`config.mk`:
```
export PLATFORM = sky130hd
export DESIGN_NAME = inferencia_t2
export DESIGN_NICKNAME = d
export VERILOG_FILES = /design/src/rtl/fuzzy_pkg.sv /design/src/rtl/regra_t2.sv /design/src/rtl/inferencia_t2.sv
export SDC_FILE = /design/constraint.sdc
export NUM_CORES = 1
export LEC_CHECK = 0
export ABC_AREA = 1
export CAP_MARGIN = 20
export CORE_MARGIN = 2
export CORE_UTILIZATION = 60
export DETAILED_ROUTE_END_ITERATION = 16
export PLACE_DENSITY = 0.85
export SKIP_LAST_GASP = 1
export SLEW_MARGIN = 20
export SYNTH_ARGS = -nofsm -noshare
export SYNTH_HDL_FRONTEND = slang
export SYNTH_HIERARCHICAL = 1
export SYNTH_SLANG_ARGS = --single-unit
```
`constraint.sdc`:
```
create_clock -name clk -period 19.55 [get_ports clk]
set_clock_uncertainty 0.1 [all_clocks]
set_input_delay 4.8875 -clock clk [delete_from_list [all_inputs] [get_ports clk]]
set_output_delay 4.8875 -clock clk [all_outputs]
set_load 0.01 [all_outputs]
```
`src/rtl/fuzzy_pkg.sv`:
```
// Shared constants, state encoding and helpers for the interval type-2 fuzzy rule-evaluation stage.
// Membership and firing degrees are unsigned LARG-bit values.
package fuzzy_pkg;

  localparam int N_CONJ   = 3;
  localparam int N_REGRAS = 9;
  localparam int LARG     = 8;

  localparam logic [1:0]            REGRA_OFF     = 2'd3;
  localparam logic [2*N_REGRAS-1:0] REGRAS_PADRAO = 18'h29910;

  typedef enum logic [1:0] {
    IDLE = 2'd0,
    EVAL = 2'd1,
    DONE = 2'd2
  } estado_t;

  function automatic logic [LARG-1:0] min_larg(input logic [LARG-1:0] a,
                                               input logic [LARG-1:0] b);
    return (a < b) ? a : b;
  endfunction

  function automatic logic [LARG-1:0] max_larg(input logic [LARG-1:0] a,
                                               input logic [LARG-1:0] b);
    return (a > b) ? a : b;
  endfunction

endpackage

```
`src/rtl/regra_t2.sv`:
```
// Combinational firing of one rule: selects set i of input 1 and set j of input 2, min t-norm.
// Zero latency; no flow control.
module regra_t2
  import fuzzy_pkg::*;
(
  input  logic [N_CONJ*LARG-1:0] e1_up,
  input  logic [N_CONJ*LARG-1:0] e1_low,
  input  logic [N_CONJ*LARG-1:0] e2_up,
  input  logic [N_CONJ*LARG-1:0] e2_low,
  input  logic [1:0]             i,
  input  logic [1:0]             j,
  output logic [LARG-1:0]        up,
  output logic [LARG-1:0]        low
);

  logic [LARG-1:0] a_up, a_low, b_up, b_low;

  always_comb begin
    a_up  = '0;
    a_low = '0;
    b_up  = '0;
    b_low = '0;
    for (int s = 0; s < N_CONJ; s++) begin
      if (i == 2'(s)) begin
        a_up  = e1_up[s*LARG +: LARG];
        a_low = e1_low[s*LARG +: LARG];
      end
      if (j == 2'(s)) begin
        b_up  = e2_up[s*LARG +: LARG];
        b_low = e2_low[s*LARG +: LARG];
      end
    end
  end

  assign up  = min_larg(a_up, b_up);
  assign low = min_larg(a_low, b_low);

endmodule

```
`src/rtl/inferencia_t2.sv`:
```
// Sequential 9-rule evaluation (min t-norm, max aggregation) into 3 interval type-2 output sets.
// start sampled at T, results and one-cycle EN_saida after edge T+10; start while busy is dropped.
module inferencia_t2
  import fuzzy_pkg::*;
#(
  parameter logic [2*N_REGRAS-1:0] REGRAS = REGRAS_PADRAO
) (
  input  logic                   clk,
  input  logic                   rst,
  input  logic                   start,
  input  logic [N_CONJ*LARG-1:0] E1_UP,
  input  logic [N_CONJ*LARG-1:0] E1_LOW,
  input  logic [N_CONJ*LARG-1:0] E2_UP,
  input  logic [N_CONJ*LARG-1:0] E2_LOW,
  output logic [LARG-1:0]        FOU_1_UP,
  output logic [LARG-1:0]        FOU_2_UP,
  output logic [LARG-1:0]        FOU_3_UP,
  output logic [LARG-1:0]        FOU_1_LOW,
  output logic [LARG-1:0]        FOU_2_LOW,
  output logic [LARG-1:0]        FOU_3_LOW,
  output logic                   EN_saida,
  output logic                   busy
);

  estado_t state, state_nxt;

  logic [3:0]             k;
  logic [1:0]             ri, rj, rc;
  logic [LARG-1:0]        up_k, low_k;
  logic [N_CONJ*LARG-1:0] e1_up_q, e1_low_q, e2_up_q, e2_low_q;
  logic [LARG-1:0]        acc_up  [N_CONJ];
  logic [LARG-1:0]        acc_low [N_CONJ];
  logic [LARG-1:0]        fou_up  [N_CONJ];
  logic [LARG-1:0]        fou_low [N_CONJ];
  logic                   en_q;

  always_comb begin
    state_nxt = state;
    case (state)
      IDLE:    if (start) state_nxt = EVAL;
      EVAL:    if (k == 4'(N_REGRAS - 1)) state_nxt = DONE;
      DONE:    state_nxt = IDLE;
      default: state_nxt = IDLE;
    endcase
  end

  assign ri = 2'(k / 4'd3);
  assign rj = 2'(k % 4'd3);
  assign rc = REGRAS[{k, 1'b0} +: 2];

  regra_t2 u_regra (
    .e1_up  (e1_up_q),
    .e1_low (e1_low_q),
    .e2_up  (e2_up_q),
    .e2_low (e2_low_q),
    .i      (ri),
    .j      (rj),
    .up     (up_k),
    .low    (low_k)
  );

  always_ff @(posedge clk or posedge rst) begin
    if (rst) begin
      state    <= IDLE;
      k        <= '0;
      e1_up_q  <= '0;
      e1_low_q <= '0;
      e2_up_q  <= '0;
      e2_low_q <= '0;
      en_q     <= 1'b0;
      for (int s = 0; s < N_CONJ; s++) begin
        acc_up[s]  <= '0;
        acc_low[s] <= '0;
        fou_up[s]  <= '0;
        fou_low[s] <= '0;
      end
    end else begin
      state <= state_nxt;
      en_q  <= (state == DONE);
      case (state)
        IDLE: begin
          if (start) begin
            k       <= '0;
            e1_up_q <= E1_UP;
            e2_up_q <= E2_UP;
            // Clamp lower bounds under the upper ones so FOU_LOW never exceeds FOU_UP.
            for (int s = 0; s < N_CONJ; s++) begin
              e1_low_q[s*LARG +: LARG] <= min_larg(E1_LOW[s*LARG +: LARG], E1_UP[s*LARG +: LARG]);
              e2_low_q[s*LARG +: LARG] <= min_larg(E2_LOW[s*LARG +: LARG], E2_UP[s*LARG +: LARG]);
              acc_up[s]  <= '0;
              acc_low[s] <= '0;
            end
          end
        end
        EVAL: begin
          k <= k + 4'd1;
          if (rc != REGRA_OFF) begin
            acc_up[rc]  <= max_larg(acc_up[rc], up_k);
            acc_low[rc] <= max_larg(acc_low[rc], low_k);
          end
        end
        DONE: begin
          k <= '0;
          for (int s = 0; s < N_CONJ; s++) begin
            fou_up[s]  <= acc_up[s];
            fou_low[s] <= acc_low[s];
          end
        end
        default: k <= '0;
      endcase
    end
  end

  assign FOU_1_UP  = fou_up[0];
  assign FOU_2_UP  = fou_up[1];
  assign FOU_3_UP  = fou_up[2];
  assign FOU_1_LOW = fou_low[0];
  assign FOU_2_LOW = fou_low[1];
  assign FOU_3_LOW = fou_low[2];
  assign EN_saida  = en_q;
  assign busy      = (state != IDLE);

endmodule

```
==> results of run 1 <==
-- layer usage --
metal / GRT usage [%] / vias up / part of all wire [%]
met5: 0 / - / 0
met4: 11.9 / 0 / 3.2
met3: 4.30 / 71 / 6.6
met2: 48.4 / 423 / 48
met1: 38.2 / 4945 / 43
li1: - / 5380 / -
-- Yosys cell counts, drive strengths merged, types with 3 or more instances --
| library cell | instances |
|---|---|
| a21oi | 32 |
| a221oi | 3 |
| buf | 21 |
| clkbuf | 25 |
| dfrtp | 199 |
| ha | 78 |
| inv | 230 |
| nand2 | 663 |
| nand3 | 207 |
| nand4 | 3 |
| nor2 | 50 |
| nor3 | 3 |
| o21a | 3 |
| o21ai | 98 |
| o22ai | 6 |
-- registers in the layout (all words and copies together) (netlist names), 24 cells and up --
name / cells
acc_low: 24
acc_up: 24
e1_low_q: 24
e1_up_q: 24
e2_low_q: 24
e2_up_q: 24
-- final timing paths --
kind / startpoint / endpoint / slack [ps] / depth (start not counted)
min reg2reg: FOU_1_UP[2] / FOU_1_UP[2] / 380 / 2
max in group asynchronous: rst / e2_up_q[19] / 13320 / 3
min in group asynchronous: rst / FOU_1_UP[6] / 4720 / 2
max reg2reg: k[3] / acc_up[23] / 12540 / 33
min: FOU_1_UP[2] / FOU_1_UP[2] / 380 / 2
max: k[3] / acc_up[23] / 12540 / 33
-- layout make-up --
type / count / area share (%)
clock buffer: 20 / 3.26
inverter: 230 / 6.24
timing repair buffer: 152 / 10.8
clock inverter: 12 / 0.786
sequential: 199 / 35.5
tap: 265 / 2.37
multi-input combinational: 1156 / 41.0
-- through the flow --
step	util [%]	setup WS [ps]	area (um^2)
after floorplan	-	9140	11800
after global placement	69.3	12160	13400
after detailed placement	69.3	12050	13400
after CTS	72.2	12460	14000
after global routing	72.3	11930	14000
final	72.3	12540	14000
-- worst min-delay path: cells and delay by family, from the launching register on --
| family | cells | cell delay (ps) |
|---|---|---|
| DFF | 1 | 340 |
| and+or+nand+nor | 2 | 110 |
-- cell families after synthesis --
group	count (synthesis)	synth area share [%]
adder cells (fa/ha/maj)	78	8.26
buffers and inverters	276	9.26
AND/OR/NAND/NOR	929	33.6
XOR/XNOR	3	0.222
flip-flops	199	42.1
AO/OA/AOI/OAI	146	6.57
==> summary.md, run 1 <==
| Metric | Value |
|---|---|
| Post-synth EDFFs | 0 |
| GP Congestion | roughly 0.96 |
| Clock Latency Late Sink | roughly 440 ps |
| Worst Path Arrival | between 7000 and 8000 ps |
| # Post-CTS Setup Buffers | 0 |
| Detailed placement HPWL | roughly 21000 um |
| # H-tree levels | 4 |
| Synth-to-Final Area Change | 18.6% |
| Most common cell after layout, fill and taps aside | nand2_1 |
| Worst slew pin tran | around 940 ps |
| RSZ-0062 raised after global routing | no |
| Post-DR wirelength/cell | about 14 um |
| Max-slew headroom | a little under two fifths |
| Clock sinks | approximately 200 |
| Die Y | ~140 um |
| Syn avg cell area | 7.25 um^2 |
| GRT overflow | 0 |
| Fin nets | roughly 1900 |
| Startpoint Class | flop |
| Die X | about 140 um |
| Sequential area share after synthesis | approximately 42% |
| Slowest cell on the critical path | a21oi_1 |
| Slew Viols, Final | 0 |
| Setup tns final | 0 ps |
| PortBufs | ~150 |
| Initial Utilization | around three fifths |
| Asr flop ratio synth | 100% |
| CTS root buffer | clkbuf_16 |
| Post-cts repair resize count | 0 |
| Max-cap violations | 0 |
| Setup violations, final | 0 |
| Achievable Freq | roughly 140 MHz |
| Via density | approximately 5.3 |
| Critical path's most frequent cell | nand2_1 |
| # fillers | 1593 |
| Yosys warns | 6 |
| Fin. Hold Viols | 0 |
| Synth top area cells | dfrtp_1, nand2_1, nand3_1 |
| Leading area contributor after synthesis | dfrtp_1 |
| CORE AREA | roughly 19000 um^2 |
| Most frequent cells in the layout | nand2_1, inv_1, nand3_1 |
| Global-route wire length before repair | about 48000 um |
| Final non-filler cell total | between 2000 and 2500 |
| Vias in the first global route | a little over 10000 |
| Period utilisation layout | between 30% and 40% |
| Drt pass-1 iters | 6 |
| Crit Path Max Fanout | 12 |
| Tmin final | roughly 7000 ps |
| Delay of the slowest critical-path stage | about 600 ps |
| TritonCTS clock tree | done |
| Delay-heaviest family, CP | simple AND/OR/NAND/NOR gates |
| Placement Rows | 51 |
| Yosys reg bits | roughly 200 |
| Status | finished, final reports clean |
| Net Count, Synth | between 1500 and 2000 |
| Die area | approximately 21000 um^2 |
| Placed Cells | about 2000 |
| Diode count | 0 |
| Req. time, crit path | between 15000 and 20000 ps |
| Post-synthesis instance area | around 12000 um^2 |
| Post-Synthesis Cells | ~1600 |
| Antenna violations before repair | 0 |
| Antenna-violating nets left | 0 |
| Worst Hold Slack | roughly 380 ps |
| Critical Path End Type | flop |
| Share of cells above drive strength 1 | roughly 4.1% |
| CP bufs+invs | 7 |
| Iter 0 DRT Violations | 926 |
| Largest net degree at the start of global routing | 140 |
| # DRC | 0 |
| I/O pin cnt | 149 |
| Total Wirelength | ~29000 um |
| Clock tree buffer depth | 2 |
| Distinct cells, synth | 33 |
| Top cell type's share of synthesized area | a little over two fifths |
| Crit path kind | reg -> reg |
| HP Class | reg -> reg |
| All-Layer GR Usage | approximately 29% |
| CTS clk-pin slew, worst paths | ~80 ps |
| Via Count | around 11000 |
| # hold bufs at CTS | 0 |
| Multi-input logic area | roughly 5700 um^2 |
| CTS Buf Count | 17 |
| Register area | 4980 um^2 |
| Post-synth top flop | dfrtp_1 |
Power of run 1 is left out: the tool's default activity adds up to more than one toggle a clock period on the data nets, which glitch-free logic cannot reach.
==> run 2: changes to the inputs <==
--- a/config.mk
+++ b/config.mk
@@ -8,9 +8,9 @@
 export ABC_AREA = 1
 export CAP_MARGIN = 20
 export CORE_MARGIN = 2
-export CORE_UTILIZATION = 60
+export CORE_UTILIZATION = 57
 export DETAILED_ROUTE_END_ITERATION = 16
-export PLACE_DENSITY = 0.85
+export PLACE_DENSITY = 0.82
 export SKIP_LAST_GASP = 1
 export SLEW_MARGIN = 20
 export SYNTH_ARGS = -nofsm -noshare
==> constraint.sdc (replaced) <==
create_clock -name clk -period 6.8 [get_ports clk]
set_clock_uncertainty 0.1 [all_clocks]
set_input_delay 1.7 -clock clk [delete_from_list [all_inputs] [get_ports clk]]
set_output_delay 1.7 -clock clk [all_outputs]
set_load 0.01 [all_outputs]
==> run 2 against run 1 <==
  * Wire length is 1.5% higher
  * Cell count increased by 0.54%
  * First-iteration DRC count rose by 14%
  * Count of clock-buffer cells in the layout is 1 higher
  * Critical path type unchanged
==> summary.md, run 2 (synthesis results as in run 1) <==
| Metric | Value |
|---|---|
| RSZ-0062 raised after global routing | no |
| Slew Viols, Final | 0 |
| Crit path kind | reg -> reg |
| Global-route wire length before repair | roughly 49000 um |
| GP Congestion | between 0.9 and 1 |
| Post-DR wirelength/cell | between 10 and 15 um |
| Max-slew headroom | between 30% and 40% |
| Status | finished, final reports clean |
| DR WL met2 | 13400 um |
| Fin nets | between 1500 and 2000 |
| # H-tree levels | 4 |
| Clock sinks | around 200 |
| Antenna violations before repair | 0 |
| CTS Buf Count | 17 |
| Fin. Hold Viols | 0 |
| Largest net degree at the start of global routing | about 110 |
| PortBufs | roughly 150 |
| Iter 0 DRT Violations | 1054 |
| # fillers | ~1700 |
| Detailed placement HPWL | approximately 22000 um |
| Slowest cell on the critical path | a211oi_2 |
| CORE AREA | a little over 20000 um^2 |
| Delay of the slowest critical-path stage | 540 ps |
| Crit Path Max Fanout | 12 |
| Worst Path Arrival | ~6400 ps |
| Startpoint Class | flop |
| Antenna-violating nets left | 0 |
| Period utilisation layout | 90.9% |
| Synth-to-Final Area Change | 19.2% |
| Via density | about 5.3 |
| Diode count | 0 |
| Worst slew pin tran | a little over 900 ps |
| Most frequent cells in the layout | nand2_1, inv_1, nand3_1 |
| Share of cells above drive strength 1 | under 10% |
| CTS root buffer | clkbuf_16 |
| Top layer used by detailed routing | met4 |
| HP Class | reg -> reg |
| Setup tns final | 0 ps |
| Total Wirelength | approximately 29000 um |
| Placement Rows | 52 |
| Initial Utilization | between 50% and 60% |
| Setup violations, final | 0 |
| Drt pass-1 iters | 6 |
| Met1 wire length | 13200 um |
| Clock Latency Late Sink | 450 ps |
| Critical Path End Type | flop |
| I/O pin cnt | approximately 150 |
| DR WL met3 | around 1700 um |
| Hold Crit Depth | 2 |
| # DRC | 0 |
| Vias in the first global route | 10278 |
| Final WS setup | a little over 600 ps |
| TritonCTS clock tree | done |
| All-Layer GR Usage | between 20 and 30% |
| Req. time, crit path | 7030 ps |
| Reg-to-reg setup timing slack | roughly 620 ps |
| Die X | ~150 um |
| Die area | 21900 um^2 |
| R2R depth | 37 |
| # hold bufs at CTS | 0 |
| Critical path's most frequent cell | nand2_1 |
| DP Worst Slack | around 640 ps |
| Achievable Freq | between 150 and 200 MHz |
| Clock tree buffer depth | 2 |
| GRT overflow | 0 |
| Max-cap violations | 0 |
| Via Count | roughly 11000 |
| Tmin final | roughly 6000 ps |
| CTS clk-pin slew, worst paths | ~70 ps |
| Post-cts repair resize count | 0 |
| Most common cell after layout, fill and taps aside | nand2_1 |
| # Post-CTS Setup Buffers | 0 |
| Die Y | about 150 um |
run 2: cell type report:
class | instances | area [um^2] | area share (%)
Clock buffer | 21 | 460 | 3.27
Clock inverter | 11 | 116 | 0.826
Inverter | 230 | 873 | 6.20
Multi-Input combinational cell | 1156 | 5750 | 40.8
Sequential cell | 199 | 4980 | 35.3
Tap cell | 270 | 338 | 2.40
Timing Repair Buffer | 158 | 1570 | 11.1
run 2: per-layer routing:
metal  vias to the layer above  GRT usage [%]
met5                         -              0
met4                         0           9.52
met3                        51           4.32
met2                       412           45.0
met1                      5075           37.5
li1                       5391              -
run 2: path summary, 6_finish.rpt:
| check | end | start |
|---|---|---|
| setup / recovery | acc_low[1] | k[3] |
| hold reg to reg | FOU_3_UP[4] | FOU_3_UP[4] |
| hold / removal | FOU_3_UP[4] | FOU_3_UP[4] |
| max in group asynchronous | acc_low[22] | rst |
| min in group asynchronous | FOU_1_UP[7] | rst |
| setup reg to reg | acc_low[1] | k[3] |
run 2: worst max-delay path, delay by kind of cell, from the launching register on:
family          cells  cell delay [ps]
fa+ha+maj           5             1060
flops               1              460
xor+xnor            2              730
buf+inv             8              770
simple gates       20             2070
compound gates      2              840
run 2: per-stage QoR:
stage	hold slack (ps)	instance area (um^2)	util, %	std cells
2_1_floorplan	340	11800	-	1631
3_3_place_gp	363	13500	66.5	2013
3_5_place_dp	365	13500	66.5	2013
4_1_cts	384	14100	69.4	2045
5_1_grt	400	14100	69.4	2045
6_report	379	14100	69.4	2045
Power of run 2 is left out for the same reason.
==> run 3: changes to the inputs <==
--- a/config.mk
+++ b/config.mk
@@ -8,9 +8,9 @@
 export ABC_AREA = 1
 export CAP_MARGIN = 20
 export CORE_MARGIN = 2
-export CORE_UTILIZATION = 57
+export CORE_UTILIZATION = 52
 export DETAILED_ROUTE_END_ITERATION = 16
-export PLACE_DENSITY = 0.82
+export PLACE_DENSITY = 0.76
 export SKIP_LAST_GASP = 1
 export SLEW_MARGIN = 20
 export SYNTH_ARGS = -nofsm -noshare
==> run 3 against run 2 <==
  * Worst hold slack worse by 1.9 ps
  * Sequential share of layout area hardly changed
  * Fmax shrank 1.4%
  * Critical endpoint is now acc_up[22]
  * Highest routed layer unchanged
==> summary.md, run 3 (synthesis results as in run 1) <==
| Metric | Value |
|---|---|
| Status | finished, final reports clean |
| CP bufs+invs | 6 |
| GRT overflow | 0 |
| Achievable Freq | around 160 MHz |
| # H-tree levels | 4 |
| Global-route wire length before repair | between 40000 and 50000 um |
| Req. time, crit path | ~7000 ps |
| Synth-to-Final Area Change | 19.3% |
| Hold Crit Depth | 2 |
| Delay-heaviest family, CP | simple AND/OR/NAND/NOR gates |
| Crit Path Max Fanout | 13 |
| Post-DR wirelength/cell | between 10 and 15 um |
| R2R depth | 32 |
| Max-cap violations | 0 |
| GP Congestion | between 0.9 and 1 |
| Share of cells above drive strength 1 | 4.29% |
| Placement Rows | 55 |
| I/O pin cnt | approximately 150 |
| RSZ-0062 raised after global routing | no |
| Most common cell after layout, fill and taps aside | nand2_1 |
| Tmin final | about 6300 ps |
| CTS clk-pin slew, worst paths | ~70 ps |
| Clock tree buffer depth | 2 |
| # Post-CTS Setup Buffers | 0 |
| Slew Viols, Final | 0 |
| Startpoint Class | flop |
| Critical Path End Type | flop |
| Detailed placement HPWL | 21400 um |
| TritonCTS clock tree | done |
| Antenna violations before repair | 0 |
| Fin. Hold Viols | 0 |
| Initial Utilization | between 50 and 60% |
| Via Count | around 11000 |
| Final Core Density | between 60% and 70% |
| Crit path kind | reg -> reg |
| Fin nets | about 1900 |
| Diode count | 0 |
| PortBufs | 148 |
| CTS root buffer | clkbuf_16 |
| CORE AREA | 22500 um^2 |
| Setup violations, final | 0 |
| Most frequent cells in the layout | nand2_1, inv_1, nand3_1 |
| HP Class | reg -> reg |
| CTS Buf Count | 17 |
| Total Wirelength | 28400 um |
| Max-slew headroom | approximately a third |
| Period utilisation layout | ~92% |
| Clock sinks | approximately 200 |
| Slowest cell on the critical path | nor2_1 |
| Worst slew pin tran | 1030 ps |
| Setup tns final | 0 ps |
| Largest net degree at the start of global routing | around 160 |
| Die area | approximately 24000 um^2 |
| Via density | slightly above 5 |
| Vias in the first global route | about 10000 |
| Die Y | roughly 150 um |
| Delay of the slowest critical-path stage | approximately 640 ps |
| # hold bufs at CTS | 0 |
| Die X | about 150 um |
| Critical path's most frequent cell | nand2_1 |
| Drt pass-1 iters | 5 |
| Post-cts repair resize count | 0 |
| All-Layer GR Usage | between 20% and 30% |
| Antenna-violating nets left | 0 |
| CP Depth | 32 |
| Iter 0 DRT Violations | between 800 and 900 |
| # DRC | 0 |
| Worst Path Arrival | around 6500 ps |
| Clock Latency Late Sink | about 440 ps |
run 3: area by class of cell:
type / count / area (um^2)
sequential: 199 / 4980
inverter: 230 / 873
clock buffer: 20 / 457
fill: 2025 / 8400
clock inverter: 12 / 138
tap: 285 / 357
timing repair buffer: 156 / 1550
multi-input combinational: 1156 / 5750
run 3: worst paths after layout:
check	start	slack [ps]	to
max	k[3]	530	acc_up[22]
min	FOU_1_UP[3]	380	FOU_1_UP[3]
max reg2reg	k[3]	530	acc_up[22]
min reg2reg	FOU_1_UP[3]	380	FOU_1_UP[3]
max in group asynchronous	rst	3550	e1_low_q[16]
min in group asynchronous	rst	1710	FOU_1_UP[6]
run 3: metal layers:
layer  wire length, um  share of wire [%]  global-route usage [%]
met1             13500                 48                    35.4
met2             12800                 45                    39.2
met3              1560                5.5                    3.87
met4               525                1.8                    7.80
met5                 0                  0                       0
run 3: per-stage QoR:
stage               hold slack, ps  setup slack, ps  instances  instance area (um^2)
floorplan                      340             1310       1631                 11800
global placement               362              804       2026                 13500
global route                   400             9.18       2058                 14100
detailed placement             364              661       2026                 13500
CTS                            382              622       2058                 14100
finish                         377              534       2058                 14100
run 3: worst min-delay path, stage by stage, from the launching register on:
cell     delay [ps]
dfrtp_1         340
nand2_1          50
nand2_1          50
Power of run 3 is left out for the same reason.
